$ cat config.mk
export PLATFORM = sky130hd
export DESIGN_NAME = rob_retire
export DESIGN_NICKNAME = d
export VERILOG_FILES = /design/src/rtl/rob_retire.sv
export SDC_FILE = /design/constraint.sdc
export NUM_CORES = 1
export LEC_CHECK = 0
export CELL_PAD_IN_SITES_DETAIL_PLACEMENT = 1
export CELL_PAD_IN_SITES_GLOBAL_PLACEMENT = 1
export CORE_MARGIN = 1.5
export CORE_UTILIZATION = 45
export CTS_CLUSTER_DIAMETER = 150
export DETAILED_ROUTE_END_ITERATION = 10
export GPL_TIMING_DRIVEN = 0
export PLACE_DENSITY_LB_ADDON = 0.12
export SLEW_MARGIN = 30
export SYNTH_ARGS = -nofsm -noshare
export SYNTH_HDL_FRONTEND = slang
export SYNTH_HIERARCHICAL = 1
export SYNTH_SLANG_ARGS = --single-unit
$ cat constraint.sdc
create_clock -name clk1 -period 3.72 [get_ports clk1]
set_input_delay 0.744 -clock clk1 [delete_from_list [all_inputs] [get_ports clk1]]
set_output_delay 0.744 -clock clk1 [all_outputs]
set_load 0.01 [all_outputs]
$ cat src/rtl/rob_retire.sv
// 8-entry reorder buffer: allocates at the tail, completes from the CDB and
// retires one completed entry per cycle from the head; a mispredicted branch flushes.

module rob_entry #(
  parameter int DATA_W = 16
) (
  input  logic              clk1,
  input  logic              rst_n,
  input  logic              alloc_i,
  input  logic [3:0]        func_i,
  input  logic [3:0]        rd_i,
  input  logic              cdb_i,
  input  logic [DATA_W-1:0] data_i,
  input  logic              retire_i,
  input  logic              flush_i,
  output logic              busy_o,
  output logic              done_o,
  output logic [3:0]        func_o,
  output logic [3:0]        rd_o,
  output logic [DATA_W-1:0] data_o
);
  logic              busy_q, done_q;
  logic [3:0]        func_q, rd_q;
  logic [DATA_W-1:0] data_q;

  // Flush wins over everything, which also drops any same-cycle CDB write.
  always_ff @(posedge clk1 or negedge rst_n) begin
    if (!rst_n) begin
      busy_q <= 1'b0;
      done_q <= 1'b0;
      func_q <= '0;
      rd_q   <= '0;
      data_q <= '0;
    end else if (flush_i) begin
      busy_q <= 1'b0;
      done_q <= 1'b0;
    end else begin
      if (retire_i) begin
        busy_q <= 1'b0;
        done_q <= 1'b0;
      end
      if (alloc_i) begin
        busy_q <= 1'b1;
        done_q <= 1'b0;
        func_q <= func_i;
        rd_q   <= rd_i;
      end
      if (cdb_i) begin
        done_q <= 1'b1;
        data_q <= data_i;
      end
    end
  end

  assign busy_o = busy_q;
  assign done_o = done_q;
  assign func_o = func_q;
  assign rd_o   = rd_q;
  assign data_o = data_q;
endmodule

module rob_retire #(
  parameter int         DEPTH   = 8,
  parameter int         IDX_W   = 3,
  parameter int         DATA_W  = 16,
  parameter logic [3:0] BR_FUNC = 4'hF
) (
  input  logic              clk1,
  input  logic              rst_n,
  input  logic              alloc_valid,
  input  logic [3:0]        alloc_func,
  input  logic [3:0]        alloc_rd,
  output logic              alloc_ready,
  output logic [IDX_W-1:0]  alloc_idx,
  input  logic              cdb_valid,
  input  logic [IDX_W-1:0]  cdb_tag,
  input  logic [DATA_W-1:0] cdb_data,
  output logic              commit_valid,
  output logic [3:0]        commit_rd,
  output logic [DATA_W-1:0] commit_data,
  output logic [IDX_W-1:0]  commit_tag,
  output logic [3:0]        commit_func,
  output logic              flush,
  output logic [IDX_W-1:0]  head_p,
  output logic [IDX_W-1:0]  tail_p,
  output logic [IDX_W:0]    count
);
  localparam logic [IDX_W:0] FULL = (IDX_W+1)'(DEPTH);

  logic [DEPTH-1:0]             busy, done;
  logic [DEPTH-1:0][3:0]        func, rd;
  logic [DEPTH-1:0][DATA_W-1:0] data;

  logic [IDX_W-1:0]  head_q, head_d, tail_q, tail_d;
  logic [IDX_W:0]    count_q, count_d;
  logic              cv_q, flush_q;
  logic [3:0]        crd_q, crd_d, cfunc_q, cfunc_d;
  logic [DATA_W-1:0] cdata_q, cdata_d;
  logic [IDX_W-1:0]  ctag_q, ctag_d;

  logic retire_ok, mispred, do_alloc;

  assign retire_ok   = busy[head_q] & done[head_q];
  assign mispred     = retire_ok & (func[head_q] == BR_FUNC) & data[head_q][0];
  assign alloc_ready = (count_q < FULL) & !mispred;
  assign alloc_idx   = tail_q;
  assign do_alloc    = alloc_valid & alloc_ready;

  genvar g;
  generate
    for (g = 0; g < DEPTH; g++) begin : g_ent
      logic sel_tail, sel_cdb, sel_head;
      assign sel_tail = do_alloc & (tail_q == IDX_W'(g));
      assign sel_cdb  = cdb_valid & (cdb_tag == IDX_W'(g)) & busy[g] & !done[g] & !mispred;
      assign sel_head = retire_ok & (head_q == IDX_W'(g));
      rob_entry #(.DATA_W(DATA_W)) u_ent (
        .clk1     (clk1),
        .rst_n    (rst_n),
        .alloc_i  (sel_tail),
        .func_i   (alloc_func),
        .rd_i     (alloc_rd),
        .cdb_i    (sel_cdb),
        .data_i   (cdb_data),
        .retire_i (sel_head),
        .flush_i  (mispred),
        .busy_o   (busy[g]),
        .done_o   (done[g]),
        .func_o   (func[g]),
        .rd_o     (rd[g]),
        .data_o   (data[g])
      );
    end
  endgenerate

  always_comb begin
    head_d  = head_q;
    tail_d  = tail_q;
    count_d = count_q;
    crd_d   = crd_q;
    cdata_d = cdata_q;
    ctag_d  = ctag_q;
    cfunc_d = cfunc_q;
    if (retire_ok) begin
      crd_d   = rd[head_q];
      cdata_d = data[head_q];
      ctag_d  = head_q;
      cfunc_d = func[head_q];
      head_d  = head_q + IDX_W'(1);
    end
    if (do_alloc) tail_d = tail_q + IDX_W'(1);
    count_d = count_q + {{IDX_W{1'b0}}, do_alloc} - {{IDX_W{1'b0}}, retire_ok};
    // Flush restarts an empty ROB right after the branch.
    if (mispred) begin
      tail_d  = head_q + IDX_W'(1);
      count_d = '0;
    end
  end

  always_ff @(posedge clk1 or negedge rst_n) begin
    if (!rst_n) begin
      head_q  <= '0;
      tail_q  <= '0;
      count_q <= '0;
      cv_q    <= 1'b0;
      flush_q <= 1'b0;
      crd_q   <= '0;
      cdata_q <= '0;
      ctag_q  <= '0;
      cfunc_q <= '0;
    end else begin
      head_q  <= head_d;
      tail_q  <= tail_d;
      count_q <= count_d;
      cv_q    <= retire_ok;
      flush_q <= mispred;
      crd_q   <= crd_d;
      cdata_q <= cdata_d;
      ctag_q  <= ctag_d;
      cfunc_q <= cfunc_d;
    end
  end

  assign commit_valid = cv_q;
  assign flush        = flush_q;
  assign commit_rd    = crd_q;
  assign commit_data  = cdata_q;
  assign commit_tag   = ctag_q;
  assign commit_func  = cfunc_q;
  assign head_p       = head_q;
  assign tail_p       = tail_q;
  assign count        = count_q;
endmodule

==> impl_metrics.json <==
{
  "start_util": 0.456,
  "startpoint_type": "register",
  "required_ns": 2.98,
  "insertion_delay_ns": 0.53,
  "yosys_warnings": 6,
  "clk_pin_slew_ns": 0.06,
  "setup_viol": 0,
  "syn_inst": 812,
  "clock_skew_ns": 0.00800,
  "slew_headroom": 0.369,
  "p_int_mw": 8.66,
  "place_area_um2": 13000,
  "power_mw": 12.8,
  "cp-end-kind": "output port",
  "synth_top_area_cell": "dfrtp_1",
  "io_pins": 74,
  "chipHeight_um": 165,
  "ant_nets": 0,
  "p_leak_nw": 6.06,
  "power.share.sequential": 0.379,
  "max_cap_viol_count": 0,
  "max_freq_mhz": 282,
  "vdd_ir_drop_max_uv": 530,
  "synth.area.top_cells": "dfrtp_1 (52%), mux2_2 (12%), mux2_4 (9.2%)",
  "fillers": 2555,
  "cts_hold_buf": 0,
  "nNetsFinal": 969,
  "synthesis.nets": 860,
  "grt_first_pass_wirelength_um": 46900,
  "yosys-top-cells-count": "dfrtp_1 (247), mux2_2 (125), mux2_4 (72)",
  "synth_ff_type": "dfrtp_1",
  "synth_cell_types": 42,
  "cts-buffers-inserted": 27,
  "critical_path_peak_fanout": 42,
  "diodes": 0,
  "ctsHtreeMaxLevel": 1,
  "synth_most_common_cell": "dfrtp_1",
  "syn_to_final_growth_pct": 19.2,
  "power_density_nw_per_um2": 913,
  "stdcell_area_um2": 14000,
  "clockPowerShare": 0.217,
  "drc": 0,
  "drt-pass1-iter-count": 4,
  "post-route-period-util": 0.954,
  "grt_usage": 0.232,
  "period_minus_slack_ns": 3.55,
  "tightest_slew_ns": 0.946,
  "final_layout_size_suffix_gt1_frac": 0.385,
  "first_global_vias": 7997,
  "status": "finished clean",
  "antenna_found_initial": 0,
  "drv_slew": 0,
  "num_vias": 7116,
  "worstPathArrival_ns": 2.80,
  "grt_max_degree": 87,
  "hpwl_um": 20400,
  "ys_seq_elements": 247,
  "hold_viol_final": 0,
  "initialDrtViolationCount": 325,
  "rsz0062_at_grt": "false",
  "fin_util": 0.543,
  "clock-sinks": 247,
  "seq_area_frac_synth": 0.525,
  "die_area_um2": 27200,
  "cts_tree": "built",
  "grt_overflow": 0,
  "portBuffers": 73,
  "synth_top_area_frac": 0.525,
  "crit_type": "register to output port",
  "netlist_area_um2": 11800,
  "die_w_um": 165,
  "p_comb_frac": 0.404,
  "switching_power_mw": 4.16,
  "clockBufferDepth": 3,
  "place_congestion": 0.780,
  "routed_wirelength_um": 30500,
  "synth_area_per_cell_um2": 14.5,
  "core_um2": 25800,
  "swShare": 0.324,
  "row_count": 59,
  "detail_route.vias_per_cell": 5.57,
  "async_reset_ff_frac": 1.00,
  "timing.hold.ws_ns": 0.0781,
  "cts_root_buffer": "clkbuf_16",
  "synth_edf_count": 0,
  "min_path_type": "input pin to async pin",
  "wl_per_cell_um": 23.8
}
## path summary, 6_finish.rpt
| path | startpoint | endpoint | slack (ns) | depth (start not counted) |
|---|---|---|---|---|
| worst max-delay path | head_p[1] | alloc_ready | 0.17 | 9 |
| worst min-delay path | rst_n | commit_valid | 0.08 | 1 |
| worst max register to register | head_p[1] | g_ent[3].u_ent/func_o[0] | 0.19 | 11 |
| worst min register to register | g_ent[6].u_ent/data_o[15] | g_ent[6].u_ent/data_o[15] | 0.50 | 1 |
| max in group asynchronous | rst_n | g_ent[3].u_ent/data_o[4] | 2.56 | 3 |
| min in group clk1 | g_ent[6].u_ent/data_o[15] | g_ent[6].u_ent/data_o[15] | 0.50 | 1 |
## cells in the final DEF, fill, tap and decap left out, types with 4 or more instances in the layout
master	Yosys	final
dfrtp_1	247	244
mux2_2	125	125
mux2_4	72	72
clkdlybuf4s50_1	0	71
nand2_1	57	57
mux4_2	47	47
nor2_1	29	29
clkbuf_16	0	27
buf_2	22	22
nor2b_1	20	20
a31oi_1	19	19
buf_6	20	18
inv_1	16	16
ha_1	16	16
nand2b_1	14	14
a21oi_1	13	13
clkbuf_1	7	12
buf_4	3	9
and2_1	9	9
nor4b_1	9	9
or2_1	8	8
o21ai_0	7	7
clkbuf_8	0	7
clkinv_2	0	6
mux2i_1	9	5
nor4_2	2	5
mux2i_2	0	4
and3_1	4	4
xnor2_1	4	4
## through the flow
stage | setup TNS, ns | cells | setup slack (ns)
6_report | 0 | 1277 | 0.172
3_3_place_gp | -1982.57 | 1220 | -8.04
3_5_place_dp | -6.34 | 1223 | -0.209
4_1_cts | 0 | 1276 | 0.00719
5_1_grt | 0 | 1277 | 0.0463
2_1_floorplan | 0 | 812 | 0.531
## final cells by class
| type | count | area (um2) | share of cell area |
|---|---|---|---|
| Clock buffer | 39 | 791 | 0.0563 |
| Sequential cell | 247 | 6180 | 0.441 |
| Buffer | 54 | 412 | 0.0293 |
| Multi-Input combinational cell | 493 | 5180 | 0.369 |
| Inverter | 18 | 75.1 | 0.00535 |
| Tap cell | 335 | 419 | 0.0299 |
| Clock inverter | 11 | 136 | 0.00971 |
| Timing Repair Buffer | 80 | 843 | 0.0601 |
## power groups by stage
stage                     Combinational (mW)  Clock, mW  Sequential (mW)
final                                   5.17       2.78             4.86
after global routing                    5.61       2.95             5.03
after CTS                               5.20       2.85             4.87
after detailed placement                5.10          0             4.90
after global placement                  4.89          0             4.76
after floorplan                         3.48          0             4.68
## worst max-delay path, stage by stage, from the launching register on
cell,delay [ns]
dfrtp_2,0.52
buf_8,0.17
mux4_2,0.52
mux2i_2,0.21
nor2_1,0.09
and3_1,0.18
buf_6,0.15
buf_12,0.18
nor2_1,0.10
clkbuf_2,0.14
## cell families after synthesis
group                    synth area share
AO/OA/AOI/OAI                      0.0211
multiplexers                        0.313
adder cells (fa/ha/maj)            0.0187
flip-flops                          0.525
XOR/XNOR                          0.00372
AND/OR/NAND/NOR                    0.0795
buffers and inverters              0.0390
## what timing repair did
item,4_1_cts,5_1_grt
setup buffers,3,1
endpoints found under the setup margin,60,25
gates resized for setup,16,7
## registers in the layout, indices dropped and copies added (netlist names)
name	flops
g_ent.u_ent/data_o	128
g_ent.u_ent/func_o	32
g_ent.u_ent/rd_o	32
commit_data	16
g_ent.u_ent/busy_o	8
g_ent.u_ent/done_o	8
commit_func	4
commit_rd	4
count	4
alloc_idx	3
commit_tag	3
head_p	3
commit_valid	1
flush	1
## routing by layer
layer	track usage	vias up	share of wire
met4	0.0749	0	0.030
met1	0.302	3809	0.44
met5	0	-	0
met2	0.399	126	0.50
met3	0.0339	57	0.034
li1	-	3124	-
Note: power is estimated with default switching activity, not from simulation.
